===== src/rtl/alu_74181_seq.sv =====
`default_nettype none
// ============================================================================
// Module   : alu_74181_seq (with internal slice alu_74181_arith)
// Purpose  : Nibble-serial wide arithmetic through one 4-bit 74181-style slice.
//            Optional macro ALU_SEQ_ZERO_FLAG_EN adds the res_zero output.
// Revision : 1.0 - initial release
// ============================================================================

// ----------------------------------------------------------------------------
// 4-bit arithmetic slice (M=0 functions, active-high data, active-high carry).
// ----------------------------------------------------------------------------
module alu_74181_arith (
    input  logic [3:0] i_a,
    input  logic [3:0] i_b,
    input  logic [3:0] i_s,
    input  logic       i_cn,
    output logic [3:0] o_f,
    output logic       o_cn4
);

    logic [3:0] w_x;
    logic [3:0] w_y;
    logic [4:0] w_sum;

    // Every function is expressed as x + y + cn so the carry-out is the 5th sum bit.
    always_comb begin
        w_x = 4'h0;
        w_y = 4'h0;
        case (i_s)
            4'b0000: begin w_x = i_a;                w_y = 4'h0;               end
            4'b0001: begin w_x = i_a | i_b;          w_y = 4'h0;               end
            4'b0010: begin w_x = i_a | ~i_b;         w_y = 4'h0;               end
            4'b0011: begin w_x = 4'h0;               w_y = 4'hF;               end
            4'b0100: begin w_x = i_a;                w_y = i_a & ~i_b;         end
            4'b0101: begin w_x = i_a | i_b;          w_y = i_a & ~i_b;         end
            4'b0110: begin w_x = i_a;                w_y = ~i_b;               end
            4'b0111: begin w_x = i_a & ~i_b;         w_y = 4'hF;               end
            4'b1000: begin w_x = i_a;                w_y = i_a & i_b;          end
            4'b1001: begin w_x = i_a;                w_y = i_b;                end
            4'b1010: begin w_x = i_a | ~i_b;         w_y = i_a & i_b;          end
            4'b1011: begin w_x = i_a & i_b;          w_y = 4'hF;               end
            4'b1100: begin w_x = i_a;                w_y = i_a;                end
            4'b1101: begin w_x = i_a | i_b;          w_y = i_a;                end
            4'b1110: begin w_x = i_a | ~i_b;         w_y = i_a;                end
            default: begin w_x = i_a;                w_y = 4'hF;               end
        endcase
    end

    assign w_sum = {1'b0, w_x} + {1'b0, w_y} + {4'b0000, i_cn};
    assign o_f   = w_sum[3:0];
    assign o_cn4 = w_sum[4];

endmodule

// ----------------------------------------------------------------------------
// Sequencer top
// ----------------------------------------------------------------------------
module alu_74181_seq #(
    parameter int NIBBLES = 4
) (
    input  logic                 clk,
    input  logic                 rst_n,
    input  logic                 start_valid,
    output logic                 start_ready,
    input  logic [3:0]           op_s,
    input  logic                 cin,
    input  logic [4*NIBBLES-1:0] a_in,
    input  logic [4*NIBBLES-1:0] b_in,
    output logic                 res_valid,
    input  logic                 res_ready,
    output logic [4*NIBBLES-1:0] res_f,
    output logic                 res_cout,
`ifdef ALU_SEQ_ZERO_FLAG_EN
    output logic                 res_zero,
`endif
    output logic                 busy
);

    localparam int W  = 4 * NIBBLES;
    localparam int CW = $clog2(NIBBLES);

    localparam logic [CW-1:0] C_LAST = CW'(NIBBLES - 1);

    localparam logic [1:0] S_IDLE = 2'd0;
    localparam logic [1:0] S_RUN  = 2'd1;
    localparam logic [1:0] S_DONE = 2'd2;

    logic [1:0]    r_state;
    logic [W-1:0]  r_a_sh;
    logic [W-1:0]  r_b_sh;
    logic [3:0]    r_op;
    logic          r_carry;
    logic [CW-1:0] r_cnt;
    // Upper W-4 bits of the result shifter; the newest nibble enters at the top.
    logic [W-5:0]  r_r;
    logic [W-1:0]  r_res_f;
    logic          r_res_cout;
`ifdef ALU_SEQ_ZERO_FLAG_EN
    logic          r_res_zero;
`endif

    logic [3:0]    w_f;
    logic          w_cn4;
    logic [W-1:0]  w_r_next;
    logic          w_accept;
    logic          w_last;

    alu_74181_arith u_slice (
        .i_a   (r_a_sh[3:0]),
        .i_b   (r_b_sh[3:0]),
        .i_s   (r_op),
        .i_cn  (r_carry),
        .o_f   (w_f),
        .o_cn4 (w_cn4)
    );

    assign w_r_next = {w_f, r_r};
    assign w_accept = (r_state == S_IDLE) && start_valid;
    assign w_last   = (r_cnt == C_LAST);

    always_ff @(posedge clk or negedge rst_n) begin
        if (!rst_n) begin
            r_state    <= S_IDLE;
            r_a_sh     <= '0;
            r_b_sh     <= '0;
            r_op       <= 4'h0;
            r_carry    <= 1'b0;
            r_cnt      <= '0;
            r_r        <= '0;
            r_res_f    <= '0;
            r_res_cout <= 1'b0;
`ifdef ALU_SEQ_ZERO_FLAG_EN
            r_res_zero <= 1'b0;
`endif
        end else begin
            case (r_state)
                S_IDLE: begin
                    if (w_accept) begin
                        r_a_sh  <= a_in;
                        r_b_sh  <= b_in;
                        r_op    <= op_s;
                        r_carry <= cin;
                        r_cnt   <= '0;
                        r_state <= S_RUN;
                    end
                end
                S_RUN: begin
                    r_r     <= w_r_next[W-1:4];
                    r_a_sh  <= {4'h0, r_a_sh[W-1:4]};
                    r_b_sh  <= {4'h0, r_b_sh[W-1:4]};
                    r_carry <= w_cn4;
                    if (w_last) begin
                        // Result outputs are frozen here until the next operation completes.
                        r_res_f    <= w_r_next;
                        r_res_cout <= w_cn4;
`ifdef ALU_SEQ_ZERO_FLAG_EN
                        r_res_zero <= (w_r_next == '0);
`endif
                        r_state    <= S_DONE;
                    end else begin
                        r_cnt <= r_cnt + 1'b1;
                    end
                end
                S_DONE: begin
                    if (res_ready) begin
                        r_state <= S_IDLE;
                    end
                end
                default: begin
                    r_state <= S_IDLE;
                end
            endcase
        end
    end

    assign start_ready = (r_state == S_IDLE);
    assign res_valid   = (r_state == S_DONE);
    assign busy        = (r_state != S_IDLE);
    assign res_f       = r_res_f;
    assign res_cout    = r_res_cout;
`ifdef ALU_SEQ_ZERO_FLAG_EN
    assign res_zero    = r_res_zero;
`endif

endmodule

`default_nettype wire


===== config.mk =====
export PLATFORM = sky130hd
export DESIGN_NAME = alu_74181_seq
export DESIGN_NICKNAME = d
export VERILOG_FILES = /design/src/rtl/alu_74181_seq.sv
export SDC_FILE = /design/constraint.sdc
export NUM_CORES = 1
export LEC_CHECK = 0
export BUFFER_PORTS_ARGS = -buffer_cell sky130_fd_sc_hd__buf_2
export CORE_ASPECT_RATIO = 1.4
export CORE_UTILIZATION = 40
export CTS_BUF_LIST = sky130_fd_sc_hd__clkbuf_4 sky130_fd_sc_hd__clkbuf_8
export DETAILED_ROUTE_END_ITERATION = 7
export PLACE_DENSITY_LB_ADDON = 0.2
export SYNTH_ARGS = -nofsm -noshare
export SYNTH_HDL_FRONTEND = slang
export SYNTH_SLANG_ARGS = --single-unit
export TNS_END_PERCENT = 30

===== constraint.sdc =====
create_clock -name clk -period 7.3 [get_ports clk]
set_clock_uncertainty 0.1 [all_clocks]
set_input_delay 0.365 -clock clk [delete_from_list [all_inputs] [get_ports clk]]
set_output_delay 0.365 -clock clk [all_outputs]
set_load 0.1 [all_outputs]

Word-level counts from Yosys, hierarchy flattened
Cells that the tools add are included.

word-level totals
  ROM bits = 0
  flip-flop bits (word level) = 70
  logic and storage cells = 69
  memory bits (writable) = 0
  output and inout bits = 20
  memories kept = 0
  latch bits = 0

operators by class
  eq/ne operators = 21
  reductions and logical operators = 16
  muxes and demuxes = 15
  shifts and indexed selects = 0
  bitwise operators = 5
  divide/modulo/power cells = 0
  add/sub/neg operators = 3
  $mul = 0
  magnitude comparators = 0

operators with widths
  cell                                                                      count
  16-bit one-hot mux with 2 select lines                                    2
  16-bit 2-to-1 mux                                                         2
  4-bit == test (second input constant)                                     7
  4-bit one-hot mux with 6 select lines                                     1
  4-bit one-hot mux with 5 select lines                                     1
  4-bit by 3-bit == test with 1-bit output (second input constant)          4
  3-bit OR reduction                                                        4
  2-bit 2-to-1 mux                                                          5
  4-bit AND                                                                 2
  4-bit by 2-bit == test with 1-bit output (second input constant)          2
  4-bit OR                                                                  2
  2-bit one-hot mux with 3 select lines                                     1
  2-bit AND reduction                                                       3
  3-bit AND reduction                                                       2
  4-bit by 4-bit adder with 5-bit output                                    1
  5-bit by 1-bit adder with 5-bit output                                    1
  2-bit == test (second input constant)                                     2
  4-bit by 1-bit == test with 1-bit output (second input constant)          1
  4-bit logical NOT                                                         1
  2-bit by 1-bit inequality test with 1-bit output (second input constant)  2
  2-bit inequality test (second input constant)                             2
  4-bit inverter                                                            1
  2-bit one-hot mux with 2 select lines                                     1
  2-bit nonzero test                                                        2
  7 further kinds                                                           8

Depth between registers and ports, before layout
  word-level depth = 6
  gate-level depth with buffers = 10

Modules after synthesis
Synthesis repeated with hierarchy kept, for this count alone.

second synthesis, totals
  cell total of the unflattened synthesis = 295
  area, all modules = 3643.5 um^2

by module, submodules not included
  module           area each (um^2)  times used  cells each  sequential area each (um^2)
  alu_74181_seq    3198.1            1           230         1751.7
  alu_74181_arith  445.4             1           65          0.0

Least setup slack after synthesis
No wires, ideal clock.

  kind = reg-to-output
  start = register r_state[0]
  end = output port busy
  cell stages (with the launch flop) = 3
  data arrival time = 2.656 ns
  required time = 6.835 ns
  buffers on the path = 0
  path slack = 4.179 ns
  cell sequence = dfrtp_1 > nor2_1 > inv_1

on the way
  word-level cells in the longest chain between the ends = 1

ends and longest elaborated chain
  what                    RTL line  RTL
  start, declared         88        logic [1:0] r_state;
  start signal, assigned  123       r_state <= S_IDLE;
  start signal, assigned  144       r_state <= S_RUN;
  start signal, assigned  159       r_state <= S_DONE;
  2-bit nonzero test      178       assign busy = (r_state != S_IDLE);
  end, declared           76        output logic busy

Every way passes these cells.

Worst setup path after layout
  start = register r_op[0]
  end = register r_carry

on the way
  word-level cells in the longest chain between the ends = 6

ends and longest elaborated chain
  what                                                                                                   RTL line  RTL
  start, declared                                                                                        91        logic [3:0] r_op;
  start signal, assigned                                                                                 141       r_op <= op_s;
  4-bit == test, or another cell as far along                                                            29        case (i_s)
  3-bit OR reduction (no source line) / 2-bit OR reduction (equally long branches)                       --
  4-bit one-hot mux with 6 select lines / 4-bit one-hot mux with 5 select lines (equally long branches)  29
  4-bit by 4-bit adder with 5-bit output *                                                               49        assign w_sum = {1'b0, w_x} + {1'b0, w_y} + {4'b0000, i_cn};
  5-bit by 1-bit adder with 5-bit output *                                                               49
  1-bit one-hot mux with 2 select lines *                                                                136       case (r_state)
  end signal, assigned                                                                                   142       r_carry <= cin;
  end signal, assigned                                                                                   151       r_carry <= w_cn4;
  end, declared                                                                                          92        logic r_carry;

Mark *: on every way between the ends. The rest lies on a longest branch, timed or not.
A chain may end at the register's enable or synchronous reset.

==> flow_summary_export.csv <==
group,metric,value,unit
timing,finalSetupViolations,0,
cts,clk_pin_slew_worst_paths,70,ps
global_routing,grtUsageTotal,0.183,
job,cap_violations,0,
layout,n_antenna_cell,0,
cts,cts_tree,"yes",
layout,fin_nets,415,
timing,setup_tns,0,ps
route,dr.pass1.iters,4,
timing,timing.fmax,0.354,GHz
route,wl,6890,um
floorplanning,die_width,78.7,um
cts,postCtsSetupRepairBufs,0,
setup_path,path_class,"reg2reg",
setup_path,rr_worst_depth,9,
place,hpwl,4800,um
yosys,synth_top_family_by_area,"compound AO/OA/AOI/OAI gates",
floorplanning,die_area,8610,um^2
timing,min_period_over_period,0.387,
hold_path,holdCritStartpoint,"res_ready",
cts,cts_buffer_depth,2,
layout,stdcell_count,472,
setup_path,arrival,2960,ps
cts,ctsHtreeMaxLevel,3,
route,drc,0,
route,drt_iter0_markers,74,
floorplanning,num_rows,38,
hold_path,hp-class,"in2reg",
setup_path,worstSetupEndpointType,"register",
route,vias,2442,
outcome,status,"finished, final reports clean",
yosys,ys_seq_elements,70,
global_routing,met2_usage,0.310,
global_routing,grt-ovfl-total,0,
yosys,synth_nets,361,
route,antenna_left,0,
floorplanning,core_area,7850,um^2
yosys,syn_inst,314,
setup_path,start_kind,"register",
cts,cts_inserted_buffers,9,
timing,finalWorstSetupSlack,4470,ps
global_routing,grtUsageMet1,0.211,
cts,ctsResizeCount,0,
global_routing,grt_max_degree,71,
cts,cts.sinks,70,
global_routing,grt_pass1_wl,11800,um
layout,layout-drive-gt1-share,0.263,
setup_path,cp-startpoint,"r_op[0]$_DFFE_PN0P_",
place,place_ws,4490,ps
yosys,syn_area_per_cell,10.5,um^2
place,placed_cells,457,
yosys,yosysWarnings,0,
yosys,synthMuxAreaShare,0.138,
cts,cts.hold.buffers_added,0,
route,avgViaCountPerCell,5.17,
cts,root_buffer,"clkbuf_8",
route,routedWlPerCell,14.6,um
global_routing,use_met3,0.0307,
setup_path,critPathMaxFanout,12,
floorplanning,start_util,0.420,
hold_path,min_path_cells,2,
timing,tightestPinTransition,964,ps
setup_path,cp.required,7430,ps
timing,hold_violations,0,
yosys,synth_compound_area_frac,0.141,
yosys,syn_area,3290,um^2
place,portBuffers,60,
floorplanning,io-pin-count,61,
yosys,synthSimpleGateAreaFrac,0.115,
timing,slew_violations,0,
timing,relSlewSlack,0.357,
global_routing,grt-busiest-layer,"met2",
yosys,synth_xor_xnor_area_share,0.00532,
setup_path,r2r_start,"r_op[0]$_DFFE_PN0P_",
place,place_congestion,0.851,
cts,worstSkewPairLatency,340,ps
global_routing,grt_pass1_vias,2497,
timing,post-route-min-period,2830,ps
floorplanning,fp.dieH,109,um
layout,area_growth,16.1,%
yosys,synth_cell_types,34,
timing,grt_setup_unrepaired,"no",
yosys,synth_fa_ha_area_frac,0.0273,
global_routing,antenna_found_initial,0,
yosys,synth-seq-area-share,0.532,
critical path: stages (launching register included):
cell and delay (ps):
dfrtp_1 550, a21boi_1 350, a21oi_1 120, o221a_1 260
fa_1 410, fa_1 410, inv_1 70, a21o_1 100
a21oi_1 80, a221oi_1 250
through the flow:
step / hold WS (ps) / utilization / area (um^2)
after floorplan: -30.6 / - / 3290
after global placement: 357 / 0.465 / 3650
after detailed placement: 369 / 0.465 / 3650
after CTS: 97.3 / 0.488 / 3830
after global routing: 127 / 0.488 / 3830
final: 111 / 0.488 / 3830
layer usage:
layer  routed length [um]  vias up  share of wire
met5                    0        -              0
met4                  272        0          0.039
met3                  256       18          0.037
met2                 3410       67           0.50
met1                 2950     1169           0.43
li1                     -     1188              -
registers in the layout (all words and copies together), names as in the netlist:
| name | cells |
|---|---|
| r_a_sh | 16 |
| r_b_sh | 16 |
| r_carry | 1 |
| r_cnt | 2 |
| r_op | 4 |
| r_r | 12 |
| r_state | 2 |
| res_cout | 1 |
| res_f | 16 |
area by class of cell:
| cell class | count | area (um^2) |
|---|---|---|
| Fill cell | 759 | 4020 |
| Sequential cell | 70 | 1750 |
| Multi-Input combinational cell | 215 | 1420 |
| Timing Repair Buffer | 62 | 315 |
| Clock buffer | 14 | 174 |
| Tap cell | 100 | 125 |
| Inverter | 10 | 37.5 |
| Clock inverter | 1 | 5.00 |
Yosys cell counts:
master / n / share of area
xor2_1: 1 / 0.0027
fa_1: 2 / 0.012
a21o_1: 1 / 0.0023
nor3_1: 1 / 0.0015
o221a_2: 2 / 0.0068
a21oi_1: 10 / 0.015
mux2_4: 9 / 0.041
a21boi_1: 1 / 0.0023
and2b_1: 1 / 0.0023
inv_1: 10 / 0.011
o21bai_1: 1 / 0.0023
nand3b_1: 1 / 0.0023
nand2_4: 1 / 0.0034
o221ai_1: 5 / 0.013
dfrtp_1: 70 / 0.53
buf_6: 1 / 0.0034
buf_4: 3 / 0.0068
and2_1: 2 / 0.0038
nand2b_1: 3 / 0.0057
a221oi_1: 1 / 0.0027
nor2_1: 10 / 0.011
o21ai_1: 21 / 0.032
o221a_1: 2 / 0.0068
o21ai_0: 22 / 0.033
ha_1: 4 / 0.015
mux2i_1: 24 / 0.073
nand3_1: 2 / 0.0030
buf_2: 8 / 0.012
nand2_1: 70 / 0.080
nor2b_1: 1 / 0.0019
a22o_1: 9 / 0.024
xnor2_1: 1 / 0.0027
clkbuf_1: 7 / 0.0080
mux2_2: 7 / 0.024
final timing paths:
path,endpoint,slack [ps]
setup reg to reg,r_carry$_DFFE_PN0P_,4470
min in group asynchronous,res_f[4]$_DFFE_PN0P_,120
hold / removal,r_state[1]$_DFFE_PN0P_,110
max in group asynchronous,r_a_sh[3]$_DFFE_PN0P_,6390
setup / recovery,r_carry$_DFFE_PN0P_,4470
hold reg to reg,r_r[2]$_DFFE_PN0P_,380
cell families after synthesis:
family                     count (synthesis)
AOI/OAI and AO/OA                         75
xor gates and xnor gates                   2
adders and majority gates                  6
buffers and inverters                     29
DFF                                       70
muxes                                     40
and+or+nand+nor                           92
cell usage in the layout, fill, tap and decap left out, types with 10 or more instances in the layout:
cell type | Yosys | final
nand2_1 | 70 | 70
buf_2 | 8 | 60
inv_1 | 10 | 10
dfrtp_1 | 70 | 70
a21oi_1 | 10 | 10
o21ai_0 | 22 | 22
nor2_1 | 10 | 10
clkbuf_8 | 0 | 11
mux2i_1 | 24 | 24
o21ai_1 | 21 | 21
Power is not shown: default switching activity piles up to over one toggle a cycle in this logic, so the estimate is an artifact.
